==> config.mk <==
export PLATFORM = sky130hd
export DESIGN_NAME = pc_sequencer
export DESIGN_NICKNAME = d
export VERILOG_FILES = /design/src/rtl/pc_sequencer.sv
export SDC_FILE = /design/constraint.sdc
export NUM_CORES = 1
export LEC_CHECK = 0
export ABC_CLOCK_PERIOD_IN_PS = 5100
export CORE_MARGIN = 3
export CORE_UTILIZATION = 50
export DETAILED_ROUTE_END_ITERATION = 7
export PLACE_DENSITY_LB_ADDON = 0.08
export SLEW_MARGIN = 20
export SYNTH_ARGS = -nofsm -noshare
export SYNTH_HDL_FRONTEND = slang
export SYNTH_SLANG_ARGS = --single-unit
==> constraint.sdc <==
create_clock -name clk -period 5.1 [get_ports clk]
set_input_delay 0.51 -clock clk [delete_from_list [all_inputs] [get_ports clk]]
set_output_delay 0.51 -clock clk [all_outputs]
set_load 0.01 [all_outputs]
==> src/rtl/pc_sequencer.sv <==
// -----------------------------------------------------------------------------
// pc_sequencer
//
// Fetch-stage control sequencer for the PC multiplexer. Each cycle it picks the
// PC source (sequential, boot vector, interrupt vector, branch/call target),
// decides whether the PC register loads, drives the front-end flush lines and
// walks the boot and interrupt-entry sequences.
//
// Parameters
//   BOOT_WAIT     cycles after reset release before the boot vector loads (1-15)
//   DRAIN_CYCLES  cycles fetch is frozen before interrupt entry (0-15)
//
// Ports
//   clk           clock, rising edge
//   rst           asynchronous active-low reset
//   branch_taken  execute stage resolved a taken branch/call/ret
//   hazard_stall  load-use / structural stall, freezes the PC
//   mem_stall     memory busy, freezes the PC and all internal counters
//   irq           external interrupt request (synchronous to clk)
//   rti_done      RTI retired, clears in_isr
//   pc_selection  00 seq, 01 boot vector, 10 interrupt vector, 11 branch target
//   pc_enable     PC register loads this edge
//   flush_fd      squash fetch/decode register
//   flush_de      squash decode/execute register
//   int_ack       one-cycle acknowledge to the interrupt source
//   save_pc_en    capture current sequential PC as return address
//   in_isr        handler active, further irq masked
//
// Build option
//   IRQ_LATCH_EN  when defined, a pending flop captures irq in every state and
//                 holds it until int_ack; otherwise irq is sampled only in RUN.
// -----------------------------------------------------------------------------
module pc_sequencer #(
   parameter int unsigned BOOT_WAIT    = 2,
   parameter int unsigned DRAIN_CYCLES = 3
) (
   input  logic       clk,
   input  logic       rst,
   input  logic       branch_taken,
   input  logic       hazard_stall,
   input  logic       mem_stall,
   input  logic       irq,
   input  logic       rti_done,
   output logic [1:0] pc_selection,
   output logic       pc_enable,
   output logic       flush_fd,
   output logic       flush_de,
   output logic       int_ack,
   output logic       save_pc_en,
   output logic       in_isr
);

   typedef enum logic [1:0] {
      S_BOOT,
      S_RUN,
      S_INT_DRAIN,
      S_INT_ENTER
   } state_e;

   localparam logic [1:0] SEL_SEQ  = 2'b00;
   localparam logic [1:0] SEL_BOOT = 2'b01;
   localparam logic [1:0] SEL_INT  = 2'b10;
   localparam logic [1:0] SEL_BR   = 2'b11;

   localparam logic [3:0] BOOT_WAIT_C    = 4'(BOOT_WAIT);
   localparam logic [3:0] DRAIN_CYCLES_C = 4'(DRAIN_CYCLES);

   state_e     state_q, state_d;
   logic [3:0] cnt_q, cnt_d;
   logic       in_isr_q, in_isr_d;
   logic       irq_req;
   logic       irq_eligible;

   logic [1:0] sel_c;
   logic       en_c, ffd_c, fde_c, ack_c, save_c;

   // Counters saturate instead of wrapping.
   function automatic logic [3:0] sat_inc(input logic [3:0] v);
      return (v == 4'hF) ? v : v + 4'd1;
   endfunction

`ifdef IRQ_LATCH_EN
   logic pend_q, pend_d;

   assign irq_req = irq | pend_q;
   assign pend_d  = ack_c ? 1'b0 : (pend_q | irq);
`else
   assign irq_req = irq;
`endif

   assign irq_eligible = irq_req & ~in_isr_q;

   always_comb begin
      state_d  = state_q;
      cnt_d    = cnt_q;
      in_isr_d = in_isr_q;
      sel_c    = SEL_SEQ;
      en_c     = 1'b0;
      ffd_c    = 1'b0;
      fde_c    = 1'b0;
      ack_c    = 1'b0;
      save_c   = 1'b0;

      unique case (state_q)
         S_BOOT: begin
            ffd_c = 1'b1;
            if (!mem_stall) begin
               if (cnt_q == BOOT_WAIT_C) begin
                  sel_c   = SEL_BOOT;
                  en_c    = 1'b1;
                  cnt_d   = '0;
                  state_d = S_RUN;
               end else begin
                  cnt_d = sat_inc(cnt_q);
               end
            end
         end

         S_RUN: begin
            if (mem_stall) begin
               en_c = 1'b0;
            end else if (branch_taken) begin
               sel_c = SEL_BR;
               en_c  = 1'b1;
               ffd_c = 1'b1;
               fde_c = 1'b1;
            end else if (hazard_stall) begin
               en_c = 1'b0;
            end else if (irq_eligible) begin
               cnt_d   = '0;
               state_d = (DRAIN_CYCLES == 0) ? S_INT_ENTER : S_INT_DRAIN;
            end else begin
               sel_c = SEL_SEQ;
               en_c  = 1'b1;
            end
         end

         S_INT_DRAIN: begin
            ffd_c = 1'b1;
            if (!mem_stall) begin
               // A branch resolving mid-drain still redirects the PC so the
               // return address captured at entry is the branch target.
               if (branch_taken) begin
                  sel_c = SEL_BR;
                  en_c  = 1'b1;
                  fde_c = 1'b1;
               end
               if (sat_inc(cnt_q) >= DRAIN_CYCLES_C) begin
                  cnt_d   = '0;
                  state_d = S_INT_ENTER;
               end else begin
                  cnt_d = sat_inc(cnt_q);
               end
            end
         end

         S_INT_ENTER: begin
            ffd_c = 1'b1;
            if (!mem_stall) begin
               // save_pc_en captures the PC before this edge's vector load.
               sel_c   = SEL_INT;
               en_c    = 1'b1;
               ack_c   = 1'b1;
               save_c  = 1'b1;
               state_d = S_RUN;
            end
         end

         default: begin
            state_d = S_BOOT;
            cnt_d   = '0;
         end
      endcase

      // Entry takes priority over a simultaneous RTI.
      if (rti_done) begin
         in_isr_d = 1'b0;
      end
      if (ack_c) begin
         in_isr_d = 1'b1;
      end
   end

   always_ff @(posedge clk or negedge rst) begin
      if (!rst) begin
         state_q  <= S_BOOT;
         cnt_q    <= '0;
         in_isr_q <= 1'b0;
`ifdef IRQ_LATCH_EN
         pend_q   <= 1'b0;
`endif
      end else begin
         state_q  <= state_d;
         cnt_q    <= cnt_d;
         in_isr_q <= in_isr_d;
`ifdef IRQ_LATCH_EN
         pend_q   <= pend_d;
`endif
      end
   end

   // Outputs are combinational from state and inputs; while reset is held
   // they are forced low even though BOOT would otherwise flush.
   assign pc_selection = rst ? sel_c  : '0;
   assign pc_enable    = rst & en_c;
   assign flush_fd     = rst & ffd_c;
   assign flush_de     = rst & fde_c;
   assign int_ack      = rst & ack_c;
   assign save_pc_en   = rst & save_c;
   assign in_isr       = in_isr_q;

endmodule
==> impl_metrics.csv <==
group,metric,value,unit
run_status,status,"complete, no violations",
grt,grt_pass1_vias,586,
critical_path,slowest_stage,"clkdlybuf4s50_1",
critical_path,path_cells,"inv_1 -> ha_1 -> nand2_1 -> or2_2 -> a21oi_1 -> clkdlybuf4s50_1",
clocking,hold_buffers,0,
clocking,cts_resized,0,
critical_path,crit_path_max_incr_delay,0.55,ns
sta,clock.fmax,360,MHz
floorplanning,start_util,56.1,%
clocking,clock_latency,0.26,ns
power,pwr-share-seq,22.7,%
power,power.leakage,0.349,nW
sta,setup_tns,0,ns
synthesis,ys_seq_elements,7,
clocking,postCtsSetupBuffers,0,
critical_path,cp-end-kind,"output pin",
clocking,cts.sinks,7,
power,power_density,575,mW/mm2
power,p_total,468,uW
clocking,cts-root-buf,"clkbuf_4",
synthesis,synth_nets,89,
detailed_routing,wl_per_cell,14.3,um
grt,grt_overflow_total,0,
clocking,htree_levels,1,
synthesis,syn-cell-area,648,um2
sta,setup_violations,0,
critical_path,crit_fanout,7,
synthesis,synth_cell_type_count,32,
sta,worst_slack,2.32,ns
grt,grt_max_degree,10,
detailed_routing,drt_iter0_drc,6,
floorplanning,die_h,42.0,um
sta,period_needed,2.78,ns
power,p_switching,221,uW
floorplanning,die-area,0.00176,mm2
synthesis,postSynthAreaPerCell,8.64,um2
synthesis,synth_warnings,0,
clocking,clk_pin_slew,0.06,ns
power,swShare,47.3,%
synthesis,synth.area.top_cells,"dfrtp_1, ha_1, nor2_1",
clocking,cts_tree,"yes",
synthesis,synth_top_cell_area_share,27.0,%
sta,relSlewSlack,73.1,%
grt,track_usage,19.3,%
power,internal-power,247,uW
sta,fin_crit_sh,54.4,%
clocking,clock_path_buffers,2,
sta,hold_ws,0.540,ns
synthesis,yosysTopAreaCell,"dfrtp_1",
sta,final.setup_skew,0.00544,ns
sta,drv_slew,0,
power,vdd_ir_drop_max,0.315,mV
synthesis,syn_inst,75,
cells_and_area,drive_gt1_share,9.89,%
grt,antenna_found_initial,0,
synthesis,ys_seq_area_share,27.0,%
detailed_routing,ant_nets,0,
power,pwr-share-comb,66.1,%
detailed_routing,drc,0,
hold_path,worst_hold_path_type,"in -> async",
power,clock_power_share,11.2,%
run,maxCapViolCount,0,
synthesis,yosysMostFrequentCell,"nor2_1",
placement,port_buffers,14,
critical_path,arrival,2.27,ns
detailed_routing,vias_per_cell,5.78,
detailed_routing,dr_total_vias,607,
synthesis,synthArstFlopShare,100,%
floorplanning,die_w,42.0,um
critical_path,start_kind,"register",
sta,rsz0062_at_grt,"no",
critical_path,crit_type,"reg -> out",
sta,hold_viol,0,
placement,gp_congestion,0.759,
grt,grt_pass1_wl,2640,um
synthesis,synth_edf_count,0,
floorplanning,io_pins,15,
clocking,cts_buffers,3,
synthesis,synth.top_cells.by_count,"nor2_1, dfrtp_1, ha_1, inv_1",
placement,dp_slack,2.33,ns
synthesis,ys.flop_type,"dfrtp_1",
floorplanning,core_area,0.00116,mm2
cells_and_area,final_nets,106,
cells_and_area,syn2layout_area_growth,25.7,%
detailed_routing,finalWirelength,1500,um
placement,hpwlAfterDp,1200,um
detailed_routing,drt_pass1_iterations,4,
critical_path,crit_required,4.59,ns
cells_and_area,fin_area,815,um2
cells_and_area,n_antenna_cell,0,
sta,tightest_slew,0.404,ns
placement,placed_area,787,um2
floorplanning,fp-row-count,12,
logic make-up (layout without fill, tap and decap cells):
group	count (synthesis)	after routing	share of synthesized area (%)
mux	3	3	4.83
fa+ha+maj	7	7	13.5
flops	7	7	27.0
compound gates	23	23	27.8
buf+inv	9	25	6.95
simple gates	26	26	19.9
flip-flops by register name, indices dropped and copies added, names as in the netlist:
| name | cells |
|---|---|
| state_q | 2 |
| in_isr | 1 |
| cnt_q | 4 |
per-stage QoR:
| stage | util, % | cells |
|---|---|---|
| final | 70.5 | 105 |
| after CTS | 70.5 | 105 |
| after global routing | 70.5 | 105 |
| after global placement | 68.1 | 101 |
| after detailed placement | 68.1 | 101 |
| after floorplan | - | 75 |
routing by layer:
| metal | vias up | GRT usage (%) | share of wire (%) |
|---|---|---|---|
| met5 | - | 0 | 0 |
| met4 | 0 | 5.13 | 0.33 |
| met3 | 2 | 8.15 | 7.0 |
| met2 | 19 | 34.9 | 52 |
| met1 | 283 | 20.2 | 41 |
| li1 | 303 | - | - |
critical path, delay by kind of cell (launching register included):
family,cells,cell delay [ns]
buf+inv,2,0.65
flops,1,0.38
fa+ha+maj,1,0.43
compound gates,1,0.14
simple gates,2,0.41
cells in the final DEF, fill, tap and decap left out, drive strengths merged, types with 2 or more instances in the layout:
master,n
clkdlybuf4s50,14
nor2,8
inv,7
ha,7
dfrtp,7
o21ai,6
nand2,5
a21oi,5
nand2b,3
clkbuf,3
and2,2
nand3,2
o22ai,2
mux2i,2
layout make-up:
cell class | instances | area (um2)
Fill cell | 104 | 342
Clock buffer | 3 | 22.5
Multi-Input combinational cell | 59 | 428
Tap cell | 14 | 17.5
Clock inverter | 1 | 5.00
Sequential cell | 7 | 175
Timing Repair Buffer | 14 | 140
Inverter | 7 | 26.3
power groups by stage:
stage,Sequential (mW),Clock (mW),Combinational [mW]
after detailed placement,0.107,0,0.309
after global placement,0.105,0,0.299
final,0.106,0.0526,0.309
after floorplan,0.101,0,0.227
after global routing,0.110,0.0568,0.343
after CTS,0.106,0.0530,0.310
path summary, 6_finish.rpt:
kind                       depth (start not counted)  slack, ns  startpoint               to
hold / removal                                     1       0.54         rst       state_q[1]
hold reg to reg                                    1       0.57  state_q[1]       state_q[1]
setup reg to reg                                   6       3.14    cnt_q[0]         cnt_q[0]
setup / recovery                                   6       2.32  state_q[0]  pc_selection[0]
min in group clk                                   1       0.57  state_q[1]       state_q[1]
max in group asynchronous                          1       4.27         rst           in_isr
No activity file was read; power rests on OpenSTA's default activity.
